--- src/rtl/pc_sequencer.sv ---
// pc_sequencer
//   Keeps the program counter and issues instruction-fetch requests with a
//   valid/ready handshake. The incremented address (pc+4) is computed outside
//   this block and fed back in on pc_plus_4. A branch or jump that arrives
//   while a request is stalled is held and applied once the request completes.
//
// Optional build macro: PC_MISALIGN_CHECK_EN
//   When defined, a redirect target with nonzero low bits is dropped. The pc
//   takes the sequential path instead, and misaligned pulses for one cycle.
//   When undefined, targets load unchecked and misaligned is tied 0.
//
// Ports
//   clk              in   system clock, rising edge
//   rst              in   synchronous active-high reset
//   pc_plus_4        in   [WIDTH] sequential next address (pc+4)
//   redirect         in   branch taken / jump this cycle
//   redirect_target  in   [WIDTH] target address, valid with redirect
//   stall            in   core hazard, suppresses new requests
//   fetch_ready      in   instruction memory accepts the current request
//   pc               out  [WIDTH] current fetch address (registered)
//   fetch_valid      out  request valid (registered)
//   redirect_pending out  a redirect is held behind the current handshake
//   misaligned       out  one-cycle pulse on a dropped misaligned target
module pc_sequencer #(
  parameter int unsigned      WIDTH        = 32,
  parameter logic [WIDTH-1:0] RESET_VECTOR = '0
) (
  input  logic             clk,
  input  logic             rst,
  input  logic [WIDTH-1:0] pc_plus_4,
  input  logic             redirect,
  input  logic [WIDTH-1:0] redirect_target,
  input  logic             stall,
  input  logic             fetch_ready,
  output logic [WIDTH-1:0] pc,
  output logic             fetch_valid,
  output logic             redirect_pending,
  output logic             misaligned
);

  typedef enum logic {
    ST_BOOT = 1'b0,
    ST_RUN  = 1'b1
  } state_t;

  state_t           state_q, state_d;
  logic [WIDTH-1:0] pc_q, pc_d;
  logic [WIDTH-1:0] pend_tgt_q, pend_tgt_d;
  logic             fv_q, fv_d;
  logic             pend_q, pend_d;

  logic             fire;
  logic             held;
  logic [WIDTH-1:0] seq_pc;
  logic             redir_ok;
  logic             pend_ok;

  assign fire   = fv_q & fetch_ready;
  // Outstanding request: pc, valid and the handshake are frozen until accepted.
  assign held   = fv_q & ~fetch_ready;
  assign seq_pc = fire ? pc_plus_4 : pc_q;

`ifdef PC_MISALIGN_CHECK_EN
  logic mis_q, mis_d;

  assign redir_ok = (redirect_target[1:0] == 2'b00);
  assign pend_ok  = (pend_tgt_q[1:0] == 2'b00);

  // Pulse in the cycle after a direct or pending target is dropped.
  always_comb begin
    mis_d = 1'b0;
    if (state_q == ST_BOOT) begin
      mis_d = redirect & ~redir_ok;
    end else if (!held) begin
      mis_d = redirect ? ~redir_ok : (pend_q & ~pend_ok);
    end
  end

  always_ff @(posedge clk) begin
    if (rst) mis_q <= 1'b0;
    else     mis_q <= mis_d;
  end

  assign misaligned = mis_q;
`else
  assign redir_ok   = 1'b1;
  assign pend_ok    = 1'b1;
  assign misaligned = 1'b0;
`endif

  always_comb begin
    state_d    = state_q;
    pc_d       = pc_q;
    fv_d       = fv_q;
    pend_d     = pend_q;
    pend_tgt_d = pend_tgt_q;

    case (state_q)
      ST_BOOT: begin
        // One idle cycle after reset; a redirect here retargets the first fetch.
        state_d = ST_RUN;
        fv_d    = 1'b0;
        if (redirect && redir_ok) pc_d = redirect_target;
      end

      default: begin
        if (held) begin
          // Stall is ignored while a request is outstanding. The newest redirect wins.
          if (redirect) begin
            pend_d     = 1'b1;
            pend_tgt_d = redirect_target;
          end
        end else begin
          // Priority: live redirect, then held redirect, then sequential.
          // A dropped target falls back to the sequential path.
          if (redirect && redir_ok) begin
            pc_d = redirect_target;
          end else if (!redirect && pend_q && pend_ok) begin
            pc_d = pend_tgt_q;
          end else begin
            pc_d = seq_pc;
          end
          pend_d = 1'b0;
          fv_d   = ~stall;
        end
      end
    endcase
  end

  always_ff @(posedge clk) begin
    if (rst) begin
      state_q    <= ST_BOOT;
      pc_q       <= RESET_VECTOR;
      fv_q       <= 1'b0;
      pend_q     <= 1'b0;
      pend_tgt_q <= '0;
    end else begin
      state_q    <= state_d;
      pc_q       <= pc_d;
      fv_q       <= fv_d;
      pend_q     <= pend_d;
      pend_tgt_q <= pend_tgt_d;
    end
  end

  assign pc               = pc_q;
  assign fetch_valid      = fv_q;
  assign redirect_pending = pend_q;

endmodule

--- config.mk ---
export PLATFORM = sky130hd
export DESIGN_NAME = pc_sequencer
export DESIGN_NICKNAME = d
export VERILOG_FILES = /design/src/rtl/pc_sequencer.sv
export SDC_FILE = /design/constraint.sdc
export NUM_CORES = 1
export LEC_CHECK = 0
export CORE_MARGIN = 3
export CORE_UTILIZATION = 45
export CTS_CLUSTER_SIZE = 8
export DETAILED_ROUTE_END_ITERATION = 8
export GPL_TIMING_DRIVEN = 0
export PLACE_DENSITY = 0.81
export SYNTH_ARGS = -nofsm -noshare
export SYNTH_HDL_FRONTEND = slang
export SYNTH_SLANG_ARGS = --single-unit
--- constraint.sdc ---
create_clock -name clk -period 2.98 [get_ports clk]
set_input_delay 0.447 -clock clk [delete_from_list [all_inputs] [get_ports clk]]
set_output_delay 0.447 -clock clk [all_outputs]
set_load 0.05 [all_outputs]
; ---- Word-level counts from Yosys, hierarchy flattened
; Cells that the tools add are included.
; W data, S select, Z words.
[word_totals]
ff_bits = 67
n_memories = 0
mem_bits_ro = 0
input_bits = 69
mem_bits_rw = 0
latch_bits = 0
wordCells = 29
[classes]
n_addsub = 0
shift = 0
n_reduce_logical = 8
eq_ne = 2
muxes = 9
div = 0
order_cmp = 0
multipliers = 0
bitwise_logic = 5
[ops]
columns = op, n
row1 = $mux W32, 6
row2 = $reduce_and A3 Y1, 2
row3 = $ne A2 B2 Y1 const B, 2
row4 = $reduce_bool A4 Y1, 1
row5 = $mux W1, 3
row6 = $not A1 Y1, 3
row7 = $and A1 B1 Y1, 2
row8 = $reduce_and A2 Y1, 1
row9 = $reduce_bool A2 Y1, 1
row10 = $reduce_or A2 Y1, 1
row11 = $logic_and A1 B1 Y1, 1
row12 = $logic_not A1 Y1, 1

; ---- Longest topological paths before layout
[logic_depth]
ltp_word = 6
mapped_depth = 7
ltp_nobuf = 4

; ---- Least setup slack after synthesis
; Ideal clock, no wire load.
[synth_path]
path_kind = reg-to-reg
start = register pend_q, in the netlist redirect_pending
end = register pc_q[17], in the netlist pc[17]
setup_time_ps = 132
arrival_ps = 1490
stages_incl_launch_ff = 7
synth_period_minus_slack_ps = 1622
setup_slack_ps = 1358
cell_sequence = dfxtp_1 buf_6 buf_2 mux2i_1 nand2_1 o211ai_1 a21oi_1
[synth_between]
elab_chain_cells = 5
word_cells_on_any_way = 7
[synth_lines]
columns = element, line
row1 = start: declaration, 50  ; logic pend_q, pend_d;
row2 = start signal: assignment, 141  ; pend_q <= pend_d;
row3 = $logic_and A1 B1 Y1 (*), 118  ; end else if (!redirect && pend_q && pend_ok) begin
row4 = $mux W32, 118
row5 = $mux W32, 116  ; if (redirect && redir_ok) begin
row6 = $mux W32, 107  ; if (held) begin
row7 = $mux W32, 98  ; case (state_q)
row8 = end signal: assignment, 139  ; pc_q <= pc_d;
row9 = end: declaration, 47  ; logic [WIDTH-1:0] pc_q, pc_d;
; Every way passes the cells marked *; elsewhere a longest branch is shown, timed or not. The select of a mux whose other input is x is not followed.
; A chain may end at the register's enable or synchronous reset.

; ---- Final worst setup path
[layout_path]
start = register fv_q, in the netlist fetch_valid
end = output fetch_valid
[layout_lines]
columns = element, line
row1 = start: declaration, 49  ; logic fv_q, fv_d;
row2 = start signal: assignment, 140  ; fv_q <= fv_d;
row3 = end: declaration, 36  ; output logic fetch_valid,
; No word-level cell between the ends.

==> impl_metrics.ini <==
[place]
place.gp.congestion = 0.816
io_buffer_count = 102
place_hpwl_um = 6120
dp_cells = 549

[logic_synthesis]
synth_edf_count = 0
synth.distinct_cells = 20
syn_inst = 370
netlist_area_um2 = 3040
synth_top_area_cell = dfxtp_1
yosysWarnings = 0
synthArstFlopShare_pct = 0
synthFlopType = dfxtp_1
synth_most_common_cell = nand2_1
synth_seq_area_share_pct = 44.2
syn_area_per_cell_um2 = 8.21
synthTopCellsByCount = 129 x nand2_1, 67 x dfxtp_1, 65 x a21oi_1
syn_nets = 439
synth.area.top_cells = dfxtp_1 44%, nand2_1 16%, a21oi_1 11%
ys_seq_elements = 67
yosysTopAreaCellShare_pct = 44.2

[setup_path]
worst_setup_path_end_kind = output port
critPathLaunchType = flip-flop
worstPathArrival_ps = 1520
critPathRequiredTime_ps = 2530
cpMaxStageDelayCell = clkdlybuf4s50_1
critPathBufInv = 1
rr_startpoint = state_q
cp_top_family = buffers and inverters
cp_max_fo = 4
crit_path_start = fetch_valid
crit_chain = clkdlybuf4s50_1
criticalPathCategory = reg2out
slowest_delay_ps = 820

[sta]
worst_slew_pin_slew_ps = 536
fin_crit_ps = 1970
maxSlewViolCount = 0
finalSetupViolCount = 0
fin_crit_sh_pct = 66.1
setup_tns_ps = 0
slew_headroom_pct = 64.2
clock-skew-final_ps = 7.68
fmax_mhz = 508
grt_setup_unrepaired = no
finalHoldViolCount = 0

[cells_and_area]
fin_cells = 565
area_delta_synth_final_pct = 47.0
num_antenna_cells = 0
drive_gt1_share_pct = 9.43
final_core_util_pct = 69.2
fin_nets = 552

[clocking]
ctsResizeCount = 0
htree_levels = 3
worst_skew_pair.late_latency_ps = 330
clk_pin_slew_ps = 70
cts_tree = yes
clock-root-buffer = clkbuf_8
cts_buffer_depth = 2
cts_setup_buffers = 0
cts.sinks = 67
postCtsHoldBufs = 0
numCtsBuffers = 9

[grt]
grt_max_degree = 13
antenna_found_initial = 0
grtUsageTotal_pct = 22.2
grt_first_pass_wirelength_um = 13500
grt_pass1_vias = 2971
overflow = 0

[hold_path]
worstHoldPathType = reg2reg
worstHoldStart = pend_tgt_q[10]

[route]
firstDrtPassIters = 4
ant_nets = 0
viasPerCell = 5.27
drc = 0
dr.first_iter.drc_count = 79
vias = 2979
wire_per_inst_um = 15.0
wirelength_um = 8450

[status]
outcome = completed

[pwr]
peakVddDrop_v = 0.000312
p_leak_nw = 1.56
pwr_density_cell_nw_per_um2 = 580

[floorplan]
dieHeight_um = 88.2
io_pins = 104
initial_core_util_pct = 47.0
coreArea_um2 = 6460
rows = 29
die_area_um2 = 7770
die_width_um = 88.2

[flow_run]
drv_cap = 0
## path summary, 6_finish.rpt
kind	slack (ps)	cells after the start	endpoint
worst min register to register	450	2	pend_tgt_q[10]
worst max-delay path	1010	1	fetch_valid
worst min-delay path	450	2	pend_tgt_q[10]
worst max register to register	1450	7	pc[20]
## placed cells by master, fill, tap and decap left out, drive strengths merged
cell type        n
and2b            1
a2bb2oi          1
bufinv           6
o2bb2ai          1
dfxtp           67
nor2b            1
nand2          129
o211ai          32
mux2i           32
and3             2
clkdlybuf4s50  102
a211oi           1
o21a             1
conb             1
inv              1
nand3            1
nand2b           1
clkbuf          16
buf             26
a21oi           65
clkinvlp         1
## per-stage QoR
stage / total power, mW / hold slack [ps] / cell area, um^2 / setup slack (ps)
finish: 2.59 / 454 / 4470 / 1010
global route: 2.67 / 473 / 4470 / 950
CTS: 2.60 / 457 / 4470 / 980
detailed placement: 1.45 / 448 / 4160 / 894
global placement: 1.44 / 442 / 4160 / 925
floorplan: 1.24 / 436 / 3040 / 1360
## flip-flops by register name (all words and copies together) (netlist names)
| signal | cells |
|---|---|
| redirect_pending | 1 |
| state_q | 1 |
| pc | 32 |
| fetch_valid | 1 |
| pend_tgt_q | 32 |
## metal layers
metal | part of all wire, % | up-vias | global-route usage (%)
li1 | - | 1486 | -
met1 | 43 | 1395 | 26.9
met2 | 50 | 91 | 38.5
met3 | 5.7 | 7 | 4.70
met4 | 0.72 | 0 | 8.24
met5 | 0 | - | 0
## cell families (layout without fill, tap and decap cells)
logic type,count (synthesis),after routing,synth area share (%)
and+or+nand+nor,135,135,17.2
AOI/OAI and AO/OA,101,101,21.1
DFF,67,67,44.2
buffers and inverters,34,152,6.84
muxes,32,32,10.5
other,1,1,0.123
## layout make-up
class | instances | area, um^2
clock inverters | 7 | 188
well taps | 77 | 96.3
flip-flops and latches | 67 | 1340
clock buffers | 9 | 124
fillers | 534 | 1990
repair buffers | 102 | 1020
inverters | 1 | 3.75
multi-input cells | 269 | 1490
plain buffers | 33 | 204
## power breakdown
part	total, mW	switching, mW	internal, mW
combinational	0.476	0.267	0.209
sequential	0.954	0.0205	0.933
clock	1.16	0.348	0.810
Note: power is estimated with default switching activity, not from simulation.
